### config.mk
export PLATFORM = sky130hd
export DESIGN_NAME = fetch_sequencer_flat
export DESIGN_NICKNAME = d
export VERILOG_FILES = /design/src/rtl/fetch_sequencer_if.sv /design/src/rtl/fetch_sequencer.sv /design/src/flat_wrapper.sv
export SDC_FILE = /design/constraint.sdc
export NUM_CORES = 1
export LEC_CHECK = 0
export BUFFER_PORTS_ARGS = -buffer_cell sky130_fd_sc_hd__buf_2
export CAP_MARGIN = 10
export CORE_MARGIN = 2
export CORE_UTILIZATION = 53
export DETAILED_ROUTE_END_ITERATION = 10
export PLACE_DENSITY = 0.95
export RECOVER_POWER = 100
export SYNTH_ARGS = -nofsm -noshare
export SYNTH_HDL_FRONTEND = slang
export SYNTH_SLANG_ARGS = --single-unit
### constraint.sdc
create_clock -name Clk -period 2.5 [get_ports Clk]
set_input_delay 0.125 -clock Clk [delete_from_list [all_inputs] [get_ports Clk]]
set_output_delay 0.125 -clock Clk [all_outputs]
set_load 0.03 [all_outputs]
### src/rtl/fetch_sequencer_if.sv
// Fetch-side bundle between the sequencer (master) and the control decoder / top level (slave).
interface fetch_sequencer_if #(
  parameter int PC_W  = 10,
  parameter int CYC_W = 16
);
  logic              Start;
  logic [PC_W-1:0]   ProgCtr;
  logic [8:0]        InstrIn;
  logic [8:0]        Instruction;
  logic [8:0]        PrevInstruction;
  logic [1:0]        CurrState;
  logic [2:0]        CMPBits;
  logic              BranchEn;
  logic [8:0]        BranchTarget;
  logic [1:0]        NextState;
  logic [8:0]        PrevInstructionIn;
  logic [2:0]        CMPBitsIn;
  logic              CMPLoadEn;
  logic              Ack;
  logic              Running;
  logic              Done;
  logic              Fault;
  logic [CYC_W-1:0]  CycleCount;

  modport master (
    input  Start, InstrIn, BranchEn, BranchTarget, NextState,
           PrevInstructionIn, CMPBitsIn, CMPLoadEn, Ack,
    output ProgCtr, Instruction, PrevInstruction, CurrState, CMPBits,
           Running, Done, Fault, CycleCount
  );

  modport slave (
    output Start, InstrIn, BranchEn, BranchTarget, NextState,
           PrevInstructionIn, CMPBitsIn, CMPLoadEn, Ack,
    input  ProgCtr, Instruction, PrevInstruction, CurrState, CMPBits,
           Running, Done, Fault, CycleCount
  );
endinterface

### src/rtl/fetch_sequencer.sv
// PC / fetch sequencer: owns PC, decoder mode, PrevInstruction and CMP flags; Start/Done handshake.
// Decoder decisions land one cycle later; Instruction is a NOP whenever the program is not running.
module fetch_sequencer #(
  parameter int PC_W       = 10,
  parameter int PROG_DEPTH = 1024,
  parameter int START_ADDR = 0,
  parameter int CYC_W      = 16
) (
  input logic Clk,
  input logic Reset,
  fetch_sequencer_if.master bus
);
  typedef enum logic [1:0] {IDLE = 2'd0, RUN = 2'd1, HALT = 2'd2} state_t;

  localparam logic [PC_W-1:0] START_PC = PC_W'(START_ADDR);
  localparam logic [PC_W-1:0] LAST_PC  = PC_W'(PROG_DEPTH - 1);

  state_t           state;
  logic [PC_W-1:0]  pc;
  logic [1:0]       curr_state;
  logic [8:0]       prev_instr;
  logic [2:0]       cmp_bits;
  logic             running;
  logic             done;
  logic             fault;
  logic [CYC_W-1:0] cyc_cnt;
  logic             target_oob;
  logic [1:0]       next_mode;

  assign target_oob = {23'd0, bus.BranchTarget} >= 32'(PROG_DEPTH);
  // Mode 11 is not a legal decoder mode; fall back to register mode.
  assign next_mode  = (bus.NextState == 2'b11) ? 2'b00 : bus.NextState;

  always_ff @(posedge Clk or negedge Reset) begin
    if (!Reset) begin
      state      <= IDLE;
      pc         <= START_PC;
      curr_state <= 2'b00;
      prev_instr <= 9'h000;
      cmp_bits   <= 3'b000;
      running    <= 1'b0;
      done       <= 1'b0;
      fault      <= 1'b0;
      cyc_cnt    <= '0;
    end else begin
      case (state)
        IDLE, HALT: begin
          if (bus.Start) begin
            state      <= RUN;
            running    <= 1'b1;
            pc         <= START_PC;
            curr_state <= 2'b00;
            prev_instr <= 9'h000;
            cmp_bits   <= 3'b000;
            cyc_cnt    <= '0;
            done       <= 1'b0;
            fault      <= 1'b0;
          end
        end
        RUN: begin
          if (cyc_cnt != '1) cyc_cnt <= cyc_cnt + 1'b1;
          if (bus.Ack) begin
            state   <= HALT;
            running <= 1'b0;
            done    <= 1'b1;
          end else begin
            curr_state <= next_mode;
            prev_instr <= bus.PrevInstructionIn;
            if (bus.CMPLoadEn) cmp_bits <= bus.CMPBitsIn;
            if (bus.BranchEn) begin
              pc <= PC_W'(bus.BranchTarget);
              if (target_oob) begin
                state   <= HALT;
                running <= 1'b0;
                fault   <= 1'b1;
              end
            end else if (pc == LAST_PC) begin
              // Falling off the end of the program halts rather than wrapping.
              state   <= HALT;
              running <= 1'b0;
              fault   <= 1'b1;
            end else begin
              pc <= pc + 1'b1;
            end
          end
        end
        default: begin
          state   <= IDLE;
          running <= 1'b0;
        end
      endcase
    end
  end

  assign bus.ProgCtr         = pc;
  assign bus.Instruction     = (state == RUN) ? bus.InstrIn : 9'h000;
  assign bus.PrevInstruction = prev_instr;
  assign bus.CurrState       = curr_state;
  assign bus.CMPBits         = cmp_bits;
  assign bus.Running         = running;
  assign bus.Done            = done;
  assign bus.Fault           = fault;
  assign bus.CycleCount      = cyc_cnt;
endmodule
### src/flat_wrapper.sv
// flat-port wrapper written by rule: the top's interface ports become plain ports
module fetch_sequencer_flat 
#(
  parameter int PC_W       = 10,
  parameter int PROG_DEPTH = 1024,
  parameter int START_ADDR = 0,
  parameter int CYC_W      = 16
)
  (Clk, Reset, bus_Start, bus_InstrIn, bus_BranchEn, bus_BranchTarget, bus_NextState, bus_PrevInstructionIn, bus_CMPBitsIn, bus_CMPLoadEn, bus_Ack, bus_ProgCtr, bus_Instruction, bus_PrevInstruction, bus_CurrState, bus_CMPBits, bus_Running, bus_Done, bus_Fault, bus_CycleCount);
  fetch_sequencer_if #(.PC_W(PC_W), .CYC_W(CYC_W)) bus_i ();
  input logic Clk;
  input logic Reset;
  input wire logic [$bits(bus_i.Start)-1:0] bus_Start;
  input wire logic [$bits(bus_i.InstrIn)-1:0] bus_InstrIn;
  input wire logic [$bits(bus_i.BranchEn)-1:0] bus_BranchEn;
  input wire logic [$bits(bus_i.BranchTarget)-1:0] bus_BranchTarget;
  input wire logic [$bits(bus_i.NextState)-1:0] bus_NextState;
  input wire logic [$bits(bus_i.PrevInstructionIn)-1:0] bus_PrevInstructionIn;
  input wire logic [$bits(bus_i.CMPBitsIn)-1:0] bus_CMPBitsIn;
  input wire logic [$bits(bus_i.CMPLoadEn)-1:0] bus_CMPLoadEn;
  input wire logic [$bits(bus_i.Ack)-1:0] bus_Ack;
  output wire logic [$bits(bus_i.ProgCtr)-1:0] bus_ProgCtr;
  output wire logic [$bits(bus_i.Instruction)-1:0] bus_Instruction;
  output wire logic [$bits(bus_i.PrevInstruction)-1:0] bus_PrevInstruction;
  output wire logic [$bits(bus_i.CurrState)-1:0] bus_CurrState;
  output wire logic [$bits(bus_i.CMPBits)-1:0] bus_CMPBits;
  output wire logic [$bits(bus_i.Running)-1:0] bus_Running;
  output wire logic [$bits(bus_i.Done)-1:0] bus_Done;
  output wire logic [$bits(bus_i.Fault)-1:0] bus_Fault;
  output wire logic [$bits(bus_i.CycleCount)-1:0] bus_CycleCount;
  assign bus_i.Start = bus_Start;
  assign bus_i.InstrIn = bus_InstrIn;
  assign bus_i.BranchEn = bus_BranchEn;
  assign bus_i.BranchTarget = bus_BranchTarget;
  assign bus_i.NextState = bus_NextState;
  assign bus_i.PrevInstructionIn = bus_PrevInstructionIn;
  assign bus_i.CMPBitsIn = bus_CMPBitsIn;
  assign bus_i.CMPLoadEn = bus_CMPLoadEn;
  assign bus_i.Ack = bus_Ack;
  assign bus_ProgCtr = bus_i.ProgCtr;
  assign bus_Instruction = bus_i.Instruction;
  assign bus_PrevInstruction = bus_i.PrevInstruction;
  assign bus_CurrState = bus_i.CurrState;
  assign bus_CMPBits = bus_i.CMPBits;
  assign bus_Running = bus_i.Running;
  assign bus_Done = bus_i.Done;
  assign bus_Fault = bus_i.Fault;
  assign bus_CycleCount = bus_i.CycleCount;
  fetch_sequencer #(.PC_W(PC_W), .PROG_DEPTH(PROG_DEPTH), .START_ADDR(START_ADDR), .CYC_W(CYC_W)) u_core (.Clk(Clk), .Reset(Reset), .bus(bus_i));
endmodule
==> run summary <==
Hold Path Cell Cnt -> 3
Failing checks -> capacitance limit, slew limit
Syn avg cell area -> 8.95 um2
Total power -> 0.00217 W
Max_slew headroom -> -52.5%
Reg2reg setup slack -> 0.27 ns
DRC -> 0
First-pass GRT wire length -> 10.3 mm
Remaining Overflow, GRT -> 0
Detail Route Antenna Nets -> 0
Core Region -> 0.00435 mm2
Worst R2R Start -> u_core.bus.CycleCount[0]$_DFFE_PN0P_
Synth-to-layout area growth -> 19.4%
Crit path buf inv count -> 0
Worst setup path category -> register to register
R2r endpoint -> u_core.bus.CycleCount[15]$_DFFE_PN0P_
Site Rows -> 24
Vias in the first global route -> 2331
Initial antenna violation count -> 0
Ant. Diodes -> 0
Pins Over Slew Limit -> 46
Leakage Power -> 1.31 nW
FFs w/ async S/R, synth -> 100%
Skew final -> 0.00396 ns
Total CTS buffers -> 5
Maxcap violations -> 1
Die area -> 0.00510 mm2
Largest net degree at the start of global routing -> 46
Required time of the critical path -> 2.69 ns
Final Hold Viols -> 0
Post-Route WL -> 6.18 mm
Final non-filler cell area -> 0.00288 mm2
DRT iter0 DRCs -> 186
Crit-path leading delay family -> simple AND/OR/NAND/NOR gates
Post-layout util -> 66.0%
Worst path max stage delay -> 0.62 ns
Area fraction of the dominant cell type after synthesis -> 46.8%
Syn. warnings -> 0
Post-CTS Resized -> 0
Post-CTS Setup Bufs -> 0
Register bit total from synthesis -> 45
Critical Path Sink Type -> register
Filler instances -> 377
Reg2reg path depth -> 6
Top cell by count, worst path -> nor3_1
Most common cell in the netlist -> dfrtp_1
Most common library cells after synthesis -> dfrtp_1 (45), nand2_1 (43), o21ai_0 (19), o21ai_1 (18), nor2_1 (16)
Routed wire per std cell -> 15.1 um
Crit-path cells -> ha_1 > nand3_1 > nor3_1 > and2_0 > nor3_1 > a211o_1
Hold buffers post-CTS -> 0
I/O Pins -> 90
Critical path's slowest cell -> nor3_1
Post-DP Area -> 0.00288 mm2
GP Congestion -> 0.894
Setup violations, final -> 0
Port Buf Inserts -> 89
Die X -> 71.4 um
DR pass1 iterations -> 4
Hold endpoint -> u_core.bus.PrevInstruction[2]$_DFFE_PN0P_
Hold Crit Class -> input port to register
EDFF count, synth -> 0
Setup WS post-layout -> 0.267 ns
Total number of vias -> 2384
CP startpoint kind -> register
Dpl ws -> 0.623 ns
Status -> finished with violations
H-tree levels -> 2
Setup TNS -> 0 ns
Top cells by area, synth -> dfrtp_1 (47%), nand2_1 (6.7%), o21ai_0 (4.0%)
Library cells used by synthesis -> 51
Maximum VDD drop -> 0.474 mV
CTS tree -> done
Final Net Count -> 396
CP max FO -> 5
Syn Nets -> 309
Arr. time, crit path -> 2.42 ns
Clock sinks -> 45
Vias/cell -> 5.83
WP depth -> 6
Share of layout cells above drive strength 1 -> 17.6%
Hpwl dp -> 4.61 mm
Die H -> 71.4 um
Unrepaired setup endpoints after global routing -> no
Clk buf depth -> 2
Overall Global Routing Usage -> 25.2%
Worst Tran Pin Value -> 2.29 ns
Post-synthesis sequential area ratio -> 46.8%
FMAX -> 448 MHz
Hold path start -> bus_PrevInstructionIn[2]
Synth Flop Type -> dfrtp_1
Synth area leader -> dfrtp_1
Starting Density -> 55.3%
Cell count after synthesis -> 269
Worst skew pair latency -> 0.30 ns
Cell Area, Synth -> 0.00241 mm2
CTS root buf -> clkbuf_8
Fin crit share -> 89.3%
P per Cell Area -> 755 mW/mm2
Min Tclk post-route -> 2.23 ns
Clock transition at path regs -> 0.08 ns
sequential cells by signal (all words and copies together) (netlist names):
signal	count
u_core.bus.CycleCount	16
u_core.bus.ProgCtr	10
u_core.bus.PrevInstruction	9
u_core.bus.CMPBits	3
u_core.bus.CurrState	2
u_core.state	2
u_core.bus.Done	1
u_core.bus.Fault	1
u_core.bus.Running	1
kinds of logic after synthesis:
| logic type | count (synthesis) | share of synthesized area, % |
|---|---|---|
| compound gates | 73 | 18.6 |
| xor+xnor | 1 | 0.364 |
| fa+ha+maj | 2 | 1.04 |
| buf+inv | 19 | 3.64 |
| flops | 45 | 46.8 |
| mux | 5 | 2.13 |
| simple gates | 124 | 27.5 |
layout by cell type (no fill, tap or decap), types with 3 or more instances in the layout:
cell,n
nor2_1,17
inv_1,7
and2_0,9
o21ai_1,9
nand3_1,15
and2_1,3
dfrtp_1,45
a22oi_1,3
a31oi_1,4
nand2b_1,5
o22ai_1,4
and3_1,6
buf_2,44
mux2i_1,4
nor3_1,5
o21ai_0,28
a21oi_1,9
o31ai_1,3
nand2_1,43
nand4_1,6
clkbuf_1,47
clkbuf_8,5
power breakdown:
| group | switching, W | total, W | internal, W |
|---|---|---|---|
| sequential | 0.000111 | 0.000950 | 0.000839 |
| combinational | 0.000571 | 0.000777 | 0.000206 |
| clock | 0.000250 | 0.000443 | 0.000193 |
stage by stage:
step / std cells / hold WS, ns
2_1_floorplan: 269 / -0.171
3_3_place_gp: 401 / 0.327
3_5_place_dp: 401 / 0.333
4_1_cts: 409 / 0.000359
5_1_grt: 409 / 0.0287
6_report: 409 / 0.0225
worst reg2reg max path, delay by kind of cell, from the launching register on:
family | cells | cell delay [ns]
flip-flops | 1 | 0.43
AND/OR/NAND/NOR | 4 | 1.20
adder cells (fa/ha/maj) | 1 | 0.22
AO/OA/AOI/OAI | 1 | 0.27
layout make-up:
class / count / area (um2) / area share [%]
timing repair buffer: 92 / 404 / 14.1
tap: 52 / 65.1 / 2.26
multi-input combinational: 205 / 1170 / 40.6
clock buffer: 5 / 68.8 / 2.39
clock inverter: 3 / 17.5 / 0.609
inverter: 7 / 26.3 / 0.914
sequential: 45 / 1130 / 39.2
how the worst max path moves through the flow:
stage                                         start                                     to  slack (ns)
2_1_floorplan  u_core.bus.CycleCount[0]$_DFFE_PN0P_  u_core.bus.CycleCount[15]$_DFFE_PN0P_        0.66
3_3_place_gp      u_core.bus.ProgCtr[0]$_DFFE_PN0P_      u_core.bus.ProgCtr[9]$_DFFE_PN0P_        0.72
3_5_place_dp      u_core.bus.ProgCtr[0]$_DFFE_PN0P_      u_core.bus.ProgCtr[9]$_DFFE_PN0P_        0.62
4_1_cts           u_core.bus.ProgCtr[0]$_DFFE_PN0P_      u_core.bus.ProgCtr[9]$_DFFE_PN0P_        0.59
5_1_grt                                       Reset      u_core.bus.ProgCtr[5]$_DFFE_PN0P_        0.19
6_report       u_core.bus.CycleCount[0]$_DFFE_PN0P_  u_core.bus.CycleCount[15]$_DFFE_PN0P_        0.27
per-layer routing:
metal	part of all wire (%)	routed length (um)	vias up	track usage (%)
met5	0	0	-	0
met3	6.8	423	17	5.91
met1	41	2560	1123	32.5
met4	2.1	127	0	11.3
li1	-	-	1130	-
met2	50	3070	114	40.7
Power figures use the tool's default switching activity.
